### config.mk
export PLATFORM = sky130hd
export DESIGN_NAME = ysyx_25060170_wbu
export DESIGN_NICKNAME = d
export VERILOG_FILES = /design/src/rtl/ysyx_25060170_wbu.sv
export SDC_FILE = /design/constraint.sdc
export NUM_CORES = 1
export LEC_CHECK = 0
export CORE_MARGIN = 2
export CORE_UTILIZATION = 30
export CTS_CLUSTER_DIAMETER = 200
export DETAILED_ROUTE_END_ITERATION = 8
export HOLD_SLACK_MARGIN = 0.15
export PLACE_DENSITY = 0.67
export SLEW_MARGIN = 20
export SYNTH_ARGS = -nofsm -noshare
export SYNTH_HDL_FRONTEND = slang
export SYNTH_SLANG_ARGS = --single-unit
### constraint.sdc
create_clock -name clk -period 4.02 [get_ports clk]
set_input_delay 0.804 -clock clk [delete_from_list [all_inputs] [get_ports clk]]
set_output_delay 0.804 -clock clk [all_outputs]
set_load 0.03 [all_outputs]
### src/rtl/ysyx_25060170_wbu.sv
// ============================================================================
// ysyx_25060170_wbu : writeback unit, one-entry result stage with load extension
// Rev 1.0 : initial release
// ============================================================================
`default_nettype none

module ysyx_25060170_wbu #(
  parameter int W = 32
) (
  input  logic         clk,
  input  logic         rst,
  input  logic         in_valid,
  output logic         in_ready,
  input  logic [W-1:0] in_pc,
  input  logic [4:0]   in_rd,
  input  logic         in_rd_wen,
  input  logic [1:0]   in_sel,
  input  logic [W-1:0] in_alu,
  input  logic [W-1:0] in_ld_data,
  input  logic [1:0]   in_ld_addr_lo,
  input  logic [2:0]   in_ld_funct3,
  input  logic [W-1:0] in_csr_rdata,
  input  logic         gpr_ready,
  output logic [W-1:0] wdata,
  output logic [4:0]   waddr,
  output logic         wen,
  output logic         commit_valid,
  output logic [W-1:0] commit_pc,
  output logic [W-1:0] retire_cnt
);

  localparam logic [1:0] C_SEL_ALU  = 2'b00;
  localparam logic [1:0] C_SEL_LOAD = 2'b01;
  localparam logic [1:0] C_SEL_PC4  = 2'b10;
  localparam logic [W-1:0] C_PC_STEP = W'(4);

  logic         r_wb_valid;
  logic [W-1:0] r_pc;
  logic [4:0]   r_rd;
  logic         r_rd_wen;
  logic [W-1:0] r_result;
  logic [W-1:0] r_retire_cnt;

  logic         w_accept;
  logic         w_retire;
  logic [7:0]   w_byte;
  logic [15:0]  w_half;
  logic [W-1:0] w_load;
  logic [W-1:0] w_result;

  assign in_ready = !r_wb_valid || gpr_ready;
  assign w_accept = in_valid && in_ready;
  assign w_retire = r_wb_valid && gpr_ready;

  // Lane select: halves use only addr_lo[1], bytes use both address bits
  assign w_byte = in_ld_data[{in_ld_addr_lo, 3'b000} +: 8];
  assign w_half = in_ld_data[{in_ld_addr_lo[1], 4'b0000} +: 16];

  always_comb begin
    w_load = in_ld_data;
    case (in_ld_funct3)
      3'b000:  w_load = {{(W-8){w_byte[7]}}, w_byte};
      3'b001:  w_load = {{(W-16){w_half[15]}}, w_half};
      3'b100:  w_load = {{(W-8){1'b0}}, w_byte};
      3'b101:  w_load = {{(W-16){1'b0}}, w_half};
      default: w_load = in_ld_data;
    endcase
  end

  always_comb begin
    w_result = in_csr_rdata;
    case (in_sel)
      C_SEL_ALU:  w_result = in_alu;
      C_SEL_LOAD: w_result = w_load;
      C_SEL_PC4:  w_result = in_pc + C_PC_STEP;
      default:    w_result = in_csr_rdata;
    endcase
  end

  // A same-cycle retire and accept reloads the entry without a bubble
  always_ff @(posedge clk or negedge rst) begin
    if (!rst) begin
      r_wb_valid   <= 1'b0;
      r_pc         <= '0;
      r_rd         <= '0;
      r_rd_wen     <= 1'b0;
      r_result     <= '0;
      r_retire_cnt <= '0;
    end else begin
      if (w_accept) begin
        r_wb_valid <= 1'b1;
        r_pc       <= in_pc;
        r_rd       <= in_rd;
        r_rd_wen   <= in_rd_wen;
        r_result   <= w_result;
      end else if (w_retire) begin
        r_wb_valid <= 1'b0;
      end
      if (w_retire) begin
        r_retire_cnt <= r_retire_cnt + W'(1);
      end
    end
  end

  assign wen          = w_retire && r_rd_wen && (r_rd != 5'd0);
  assign waddr        = r_rd;
  assign wdata        = r_result;
  assign commit_valid = w_retire;
  assign commit_pc    = r_pc;
  assign retire_cnt   = r_retire_cnt;

endmodule

`default_nettype wire

Word-level counts from Yosys, hierarchy flattened
Cells that the tools add are included.
{"block": "word_totals", "reg_bits": 103, "latchBits": 0, "ram_bits": 0, "rom_bits": 0, "in_bits": 145, "out_inout_bits": 104, "elab_cells": 29, "mem_count": 0}
{"block": "op_classes", "n_addsub": 2, "multipliers": 0, "div": 0, "n_lt_le_gt_ge": 0, "n_eq_ne": 5, "n_shift": 2, "muxes": 4, "bitwise": 0, "n_reduce_logical": 10}
{"cell": "$pmux W32 S4", "n": 1}
{"cell": "$pmux W32 S3", "n": 1}
{"cell": "$add A32 B1 Y32 const B", "n": 1}
{"cell": "$add A32 B3 Y32 const B", "n": 1}
{"cell": "$shiftx A32 B6 Y16", "n": 1}
{"cell": "$shiftx A32 B6 Y8", "n": 1}
{"cell": "$eq A3 B3 Y1 const B", "n": 2}
{"cell": "$reduce_bool A5 Y1", "n": 1}
{"cell": "$logic_and A1 B1 Y1", "n": 4}
{"cell": "$eq A3 B1 Y1 const B", "n": 1}
{"cell": "$logic_not A3 Y1", "n": 1}
{"cell": "$eq A2 B1 Y1 const B", "n": 1}
{"cell": "$eq A2 B2 Y1 const B", "n": 1}
{"cell": "$logic_not A2 Y1", "n": 1}
{"cell": "$mux W1", "n": 2}
{"cell": "$reduce_bool A2 Y1", "n": 1}
{"cell": "$logic_not A1 Y1", "n": 1}
{"cell": "$logic_or A1 B1 Y1", "n": 1}

Longest topological paths before layout
Gate-level depths: netlist of the first run.
{"block": "logic_depth", "depth_word": 4, "depth_mapped": 8, "mapped_depth_nobuf": 6}

Worst setup path after synthesis of the first run
No wires, ideal clock.
{"block": "synth_path", "kind": "input -> output", "start": "input gpr_ready", "end": "output wen", "t_arrival_ns": 1.576, "t_required_ns": 3.216, "path_slack_ns": 1.640, "cell_stages": 3, "n_path_buf": 0, "path_cell_list": "nand2_1 > inv_1 > o311a_1"}
{"block": "synth_between", "elab_chain_cells": 3}
{"item": "start: declaration", "line": "23", "text": "input logic gpr_ready,"}
{"item": "$logic_and A1 B1 Y1", "line": "53", "text": "assign w_retire = r_wb_valid && gpr_ready;"}
{"item": "net commit_valid", "line": "27", "text": "output logic commit_valid,"}
{"item": "$logic_and A1 B1 Y1 (2 in a row)", "line": "105", "text": "assign wen = w_retire && r_rd_wen && (r_rd != 5'd0);"}
{"item": "end: declaration", "line": "26", "text": "output logic wen,"}
The timed path passes the listed nets, and every way through them passes these cells.

Worst setup path after layout of the first run
{"block": "layout_path", "start": "input gpr_ready", "end": "output wen"}
{"block": "layout_between", "elab_chain_cells": 3}
{"item": "$logic_and A1 B1 Y1", "line": "53"}
{"item": "$logic_and A1 B1 Y1 (2 in a row)", "line": "105"}
Every way passes these cells.

==> results of run 1 <==
[power groups by stage]
stage / sequential, mW / clock (mW) / combinational, mW
final: 1.27 / 0.926 / 1.14
after global routing: 1.29 / 1.01 / 1.21
after CTS: 1.27 / 0.959 / 1.14
after detailed placement: 1.29 / 0 / 1.14
after global placement: 1.29 / 0 / 1.13
after floorplan: 1.54 / 0 / 0.305
[final cells by class]
class,instances,area (um2)
flip-flops and latches,103,2580
clock buffers,9,225
well taps,270,338
clock inverters,7,78.8
repair buffers,262,2580
fillers,1949,11000
inverters,11,41.3
multi-input cells,552,3330
[per-stage QoR]
step / instance area, um2 / util, %
finish: 9180 / 45.5
global route: 9180 / 45.5
CTS: 9180 / 45.5
detailed placement: 8870 / 44.0
global placement: 8870 / 44.0
floorplan: 6150 / -
[layer usage]
layer / wire length, um / GRT usage, % / vias to the layer above
li1: - / - / 3024
met1: 10100 / 29.2 / 3059
met2: 11000 / 35.3 / 305
met3: 1900 / 4.97 / 36
met4: 448 / 5.77 / 0
met5: 0 / 0 / -
[placed cells by master (no fill, tap or decap), types with 5 or more instances in the layout]
cell type / netlist / layout
nand2_1: 163 / 162
a221oi_1: 7 / 7
xnor2_1: 29 / 29
o21a_1: 8 / 8
xor2_1: 12 / 12
mux2i_1: 5 / 5
nor3_1: 20 / 20
nor4_1: 11 / 11
mux2_2: 7 / 7
inv_1: 11 / 11
clkdlybuf4s50_1: 0 / 247
nand3_1: 22 / 22
nand4_1: 21 / 21
buf_4: 4 / 15
or3_1: 5 / 5
a21oi_1: 28 / 28
o31a_1: 8 / 8
o211ai_1: 10 / 10
and4_1: 11 / 11
a311oi_2: 7 / 7
dfrtp_1: 103 / 103
nor2_1: 43 / 43
a31oi_1: 5 / 5
nand2b_1: 7 / 7
o21ai_1: 14 / 14
o21ai_0: 40 / 40
clkbuf_16: 0 / 9
[cell families (layout without fill, tap and decap cells)]
family                   Yosys count  after routing  share of synthesized area (%)
multiplexers                      13             13                           2.46
flip-flops                       103            103                           41.9
AO/OA/AOI/OAI                    167            167                           19.3
buffers and inverters             58            289                           4.05
adder cells (fa/ha/maj)            3              3                          0.611
XOR/XNOR                          41             41                           5.84
AND/OR/NAND/NOR                  328            328                           25.8
[critical path, delay by kind of cell]
| family | cells | cell delay (ns) |
|---|---|---|
| buffers and inverters | 3 | 1.35 |
| AO/OA/AOI/OAI | 1 | 0.18 |
| AND/OR/NAND/NOR | 1 | 0.14 |
[registers in the layout (all words and copies together) (netlist names)]
| register | count |
|---|---|
| commit_pc | 32 |
| retire_cnt | 32 |
| wdata | 32 |
| waddr | 5 |
| r_rd_wen | 1 |
| r_wb_valid | 1 |
[final timing paths]
path                                           start                        end  slack (ns)  cells past startpoint
hold / removal             commit_pc[13]$_DFFE_PN0P_  commit_pc[13]$_DFFE_PN0P_        0.47                      2
max in group asynchronous                        rst      wdata[18]$_DFFE_PN0P_        2.60                      2
hold reg to reg            commit_pc[13]$_DFFE_PN0P_  commit_pc[13]$_DFFE_PN0P_        0.47                      2
setup reg to reg              r_wb_valid$_DFFE_PN0P_      wdata[14]$_DFFE_PN0P_        1.89                      5
setup / recovery                           gpr_ready                        wen        0.75                      5
min in group asynchronous                        rst       waddr[1]$_DFFE_PN0P_        0.59                      1
==> flow_summary.json, run 1 <==
{
  "status": "completed",
  "hold_slack_ns": 0.475,
  "wirelength_um": 23500,
  "drt_pre_antenna_iters": 5,
  "io_pins": 249,
  "diodes": 0,
  "max-cap-violations": 0,
  "critPathKind": "in -> out",
  "areaGrowthSynthToFinish_pct": 49.3,
  "p_sw_share_pct": 35.3,
  "rsz0062_at_grt": "false",
  "cp_slowest_cell": "clkdlybuf4s50_1",
  "start_kind": "input pin",
  "num_vias": 6424,
  "powerDensity_nw_per_um2": 364,
  "io_buffers": 248,
  "avgSynthCellArea_um2": 8.62,
  "insertion_delay_ns": 0.36,
  "setup_slack_ns": 0.746,
  "num_rows": 52,
  "nNetsFinal": 1087,
  "yosys.area.top_type": "dfrtp_1",
  "critPathArrivalTime_ns": 2.47,
  "dp_hpwl_um": 18400,
  "finalCriticalPeriod_ns": 3.27,
  "synth_edf_count": 0,
  "yosysWarningCount": 0,
  "cpMostUsedCell": "clkdlybuf4s50_1",
  "clock_power_share_pct": 27.7,
  "cts.sinks": 103,
  "antenna_found_initial": 0,
  "drive_gt1_share_pct": 6.57,
  "vdd_drop_max_mv": 0.149,
  "viasPerCell": 5.29,
  "die_w_um": 147,
  "required_ns": 3.22,
  "synth_flop_cell": "dfrtp_1",
  "placed_cells": 1198,
  "path_max_fanout": 5,
  "final_max_slew_viol_count": 0,
  "max_freq_mhz": 305,
  "endpoint_kind": "output pin",
  "synth_top_area_share_pct": 41.9,
  "h-tree-depth": 3,
  "fp.dieH_um": 147,
  "cp_cell_sequence": "clkdlybuf4s50_1 -> nand2_1 -> inv_1 -> o311a_1 -> clkdlybuf4s50_1",
  "cts_tree": "yes",
  "cts-root-buf": "clkbuf_16",
  "internal-power_mw": 2.16,
  "grt_pass1_vias": 6301,
  "grt_overflow": 0,
  "finalSetupViolations": 0,
  "p_seq_share_pct": 38.1,
  "finalClockSkew_ns": 0.0102,
  "start_util_pct": 30.5,
  "min_path_type": "reg -> reg",
  "initialDrtViolationCount": 364,
  "syn_inst": 713,
  "core-area_um2": 20200,
  "track_usage_pct": 21.7,
  "grt_first_pass_wirelength_um": 36500,
  "tns_ns": 0,
  "final_antenna_net_count": 0,
  "cts_inserted_buffers": 9,
  "tightest_slew_ns": 0.960,
  "yosysMostFrequentCell": "nand2_1",
  "cts-resized-gates": 0,
  "place_congestion": 0.916,
  "synth_area_um2": 6150,
  "finalCritPeriodShare_pct": 81.4,
  "hold_violations": 0,
  "preCtsSetupSlack_ns": 0.762,
  "yosys_register_bits": 103,
  "p_leak_nw": 3.69,
  "cts_setup_buffers": 0,
  "drc": 0,
  "final_cells": 1214,
  "combPwrFrac_pct": 34.1,
  "yosysUniqueCellTypes": 69,
  "seq_area_frac_synth_pct": 41.9,
  "p_sw_mw": 1.18,
  "grt_max_degree": 75,
  "finalPower_mw": 3.34,
  "maxSlewHeadroom_pct": 36.0,
  "clockBufferDepth": 2,
  "dieArea_um2": 21700,
  "syn_nets": 861,
  "cts_hold_buf": 0,
  "slowest_delay_ns": 0.66,
  "clk_pin_slew_ns": 0.07,
  "synth_area_leaders": "dfrtp_1, nand2_1, xnor2_1",
  "async_reset_ff_share_pct": 100,
  "post_drt_wl_per_cell_um": 19.3,
  "ys_top_cells_by_count": "nand2_1, dfrtp_1, nor2_1"
}
Power figures use the tool's default switching activity.
==> inputs of run 2 (changes only) <==
Settings changed: PLACE_DENSITY 0.67 to 0.69.
Clock period 4.02 ns to 2.7 ns, I/O delays scaled along.
==> flow_summary.json, run 2 (same netlist as run 1, synthesis figures left out) <==
{
  "critPathKind": "in -> out",
  "cts_inserted_buffers": 9,
  "min_path_type": "in -> async",
  "start_util_pct": 30.5,
  "grt_overflow": 0,
  "finalCritPeriodShare_pct": 94.9,
  "antenna_found_initial": 0,
  "track_usage_pct": 23.0,
  "insertion_delay_ns": 0.36,
  "areaGrowthSynthToFinish_pct": 55.5,
  "cts_hold_buf": 0,
  "grt_pass1_vias": 6523,
  "place_congestion": 0.937,
  "initialDrtViolationCount": 434,
  "cts_setup_buffers": 0,
  "final_antenna_net_count": 0,
  "num_vias": 6574,
  "final_common_cell": "clkdlybuf4s50_1",
  "fillers": 1943,
  "max_freq_mhz": 390,
  "max-cap-violations": 0,
  "core-area_um2": 20200,
  "final_cell_mix": "clkdlybuf4s50_1, nand2_1, dfrtp_1",
  "grt_first_pass_wirelength_um": 38000,
  "cts-resized-gates": 0,
  "drc": 0,
  "grt_max_degree": 43,
  "hold_violations": 0,
  "finalClockSkew_ns": 0.0153,
  "dp_hpwl_um": 20200,
  "critPathArrivalTime_ns": 2.02,
  "drive_gt1_share_pct": 11.4,
  "cts_tree": "yes",
  "h-tree-depth": 3,
  "wirelength_um": 25100,
  "endpoint_kind": "output pin",
  "rsz0062_at_grt": "false",
  "dieArea_um2": 21700,
  "clockBufferDepth": 2,
  "path_max_fanout": 4,
  "cts-root-buf": "clkbuf_16",
  "final_max_slew_viol_count": 0,
  "num_rows": 52,
  "required_ns": 2.16,
  "tightest_slew_ns": 0.614,
  "fp.dieH_um": 147,
  "p_leak_nw": 3.96,
  "tns_ns": 0,
  "finalCriticalPeriod_ns": 2.56,
  "vdd_drop_max_mv": 0.261,
  "finalSetupViolations": 0,
  "maxSlewHeadroom_pct": 59.1,
  "status": "completed",
  "start_kind": "input pin",
  "diodes": 0,
  "io_pins": 249,
  "powerDensity_nw_per_um2": 531,
  "cts.sinks": 103,
  "nNetsFinal": 1137,
  "drt_pre_antenna_iters": 5,
  "finalPower_mw": 5.08,
  "clk_pin_slew_ns": 0.07,
  "die_w_um": 147,
  "viasPerCell": 5.20,
  "io_buffers": 248,
  "post_drt_wl_per_cell_um": 19.9
}
==> run 2: cell count changes in the layout (fill, tap and decap cells not counted) <==
cell             delta
clkinv_4            +3
inv_6               -2
dlymetal6s2s_1      +1
clkinvlp_4          -2
inv_8               +2
clkinv_2            -1
buf_4              +51
clkdlybuf4s50_1     -2
==> run 2: final timing paths <==
| kind | slack [ns] | cells past startpoint | start | to |
|---|---|---|---|---|
| worst max-delay path | 0.14 | 3 | gpr_ready | in_ready |
| worst min-delay path | 0.19 | 1 | rst | waddr[3]$_DFFE_PN0P_ |
| worst max register to register | 0.76 | 5 | retire_cnt[3]$_DFFE_PN0P_ | retire_cnt[25]$_DFFE_PN0P_ |
| worst min register to register | 0.47 | 1 | retire_cnt[31]$_DFFE_PN0P_ | retire_cnt[31]$_DFFE_PN0P_ |
| max in group asynchronous | 1.74 | 2 | rst | waddr[0]$_DFFE_PN0P_ |
| min in group clk | 0.47 | 1 | retire_cnt[31]$_DFFE_PN0P_ | retire_cnt[31]$_DFFE_PN0P_ |
==> run 2: power by group <==
part,internal (mW),switching (mW)
combinational,0.788,0.989
clock,0.745,0.662
sequential,1.74,0.158
==> run 2: final cells by class <==
type / count / area [um2] / share of cell area [%]
inverter: 11 / 41.3 / 0.432
clock buffer: 9 / 225 / 2.36
sequential: 103 / 2580 / 27.0
multi-input combinational: 552 / 3330 / 34.8
timing repair buffer: 312 / 2960 / 31.0
tap: 270 / 338 / 3.53
clock inverter: 7 / 90.1 / 0.942
==> run 2: critical path: stages <==
cell and delay, ns:
clkdlybuf4s50_1 0.52, nand2b_1 0.25, clkdlybuf4s50_1 0.71
==> run 2: metal layers <==
| metal | vias up | wire length [um] | GRT usage [%] |
|---|---|---|---|
| li1 | 3116 | - | - |
| met1 | 3118 | 11000 | 30.9 |
| met2 | 310 | 11600 | 37.1 |
| met3 | 30 | 2050 | 5.31 |
| met4 | 0 | 525 | 6.78 |
| met5 | - | 0 | 0 |
==> run 2: through the flow <==
| step | cells | setup WS, ns | hold WS, ns | util, % | area, um2 |
|---|---|---|---|---|---|
| after floorplan | 713 | 0.753 | 0.244 | - | 6150 |
| after global placement | 1248 | 0.0457 | 0.456 | 45.8 | 9240 |
| after detailed placement | 1248 | 0.0347 | 0.462 | 45.8 | 9240 |
| after CTS | 1264 | 0.108 | 0.209 | 47.4 | 9560 |
| after global routing | 1264 | 0.0832 | 0.230 | 47.4 | 9560 |
| final | 1264 | 0.139 | 0.194 | 47.4 | 9560 |
==> inputs of run 3 (changes only) <==
Settings changed: SLEW_MARGIN 20 to unset.
==> results of run 3 <==
No change in the layout: final DEF, timing and power equal those of run 2.
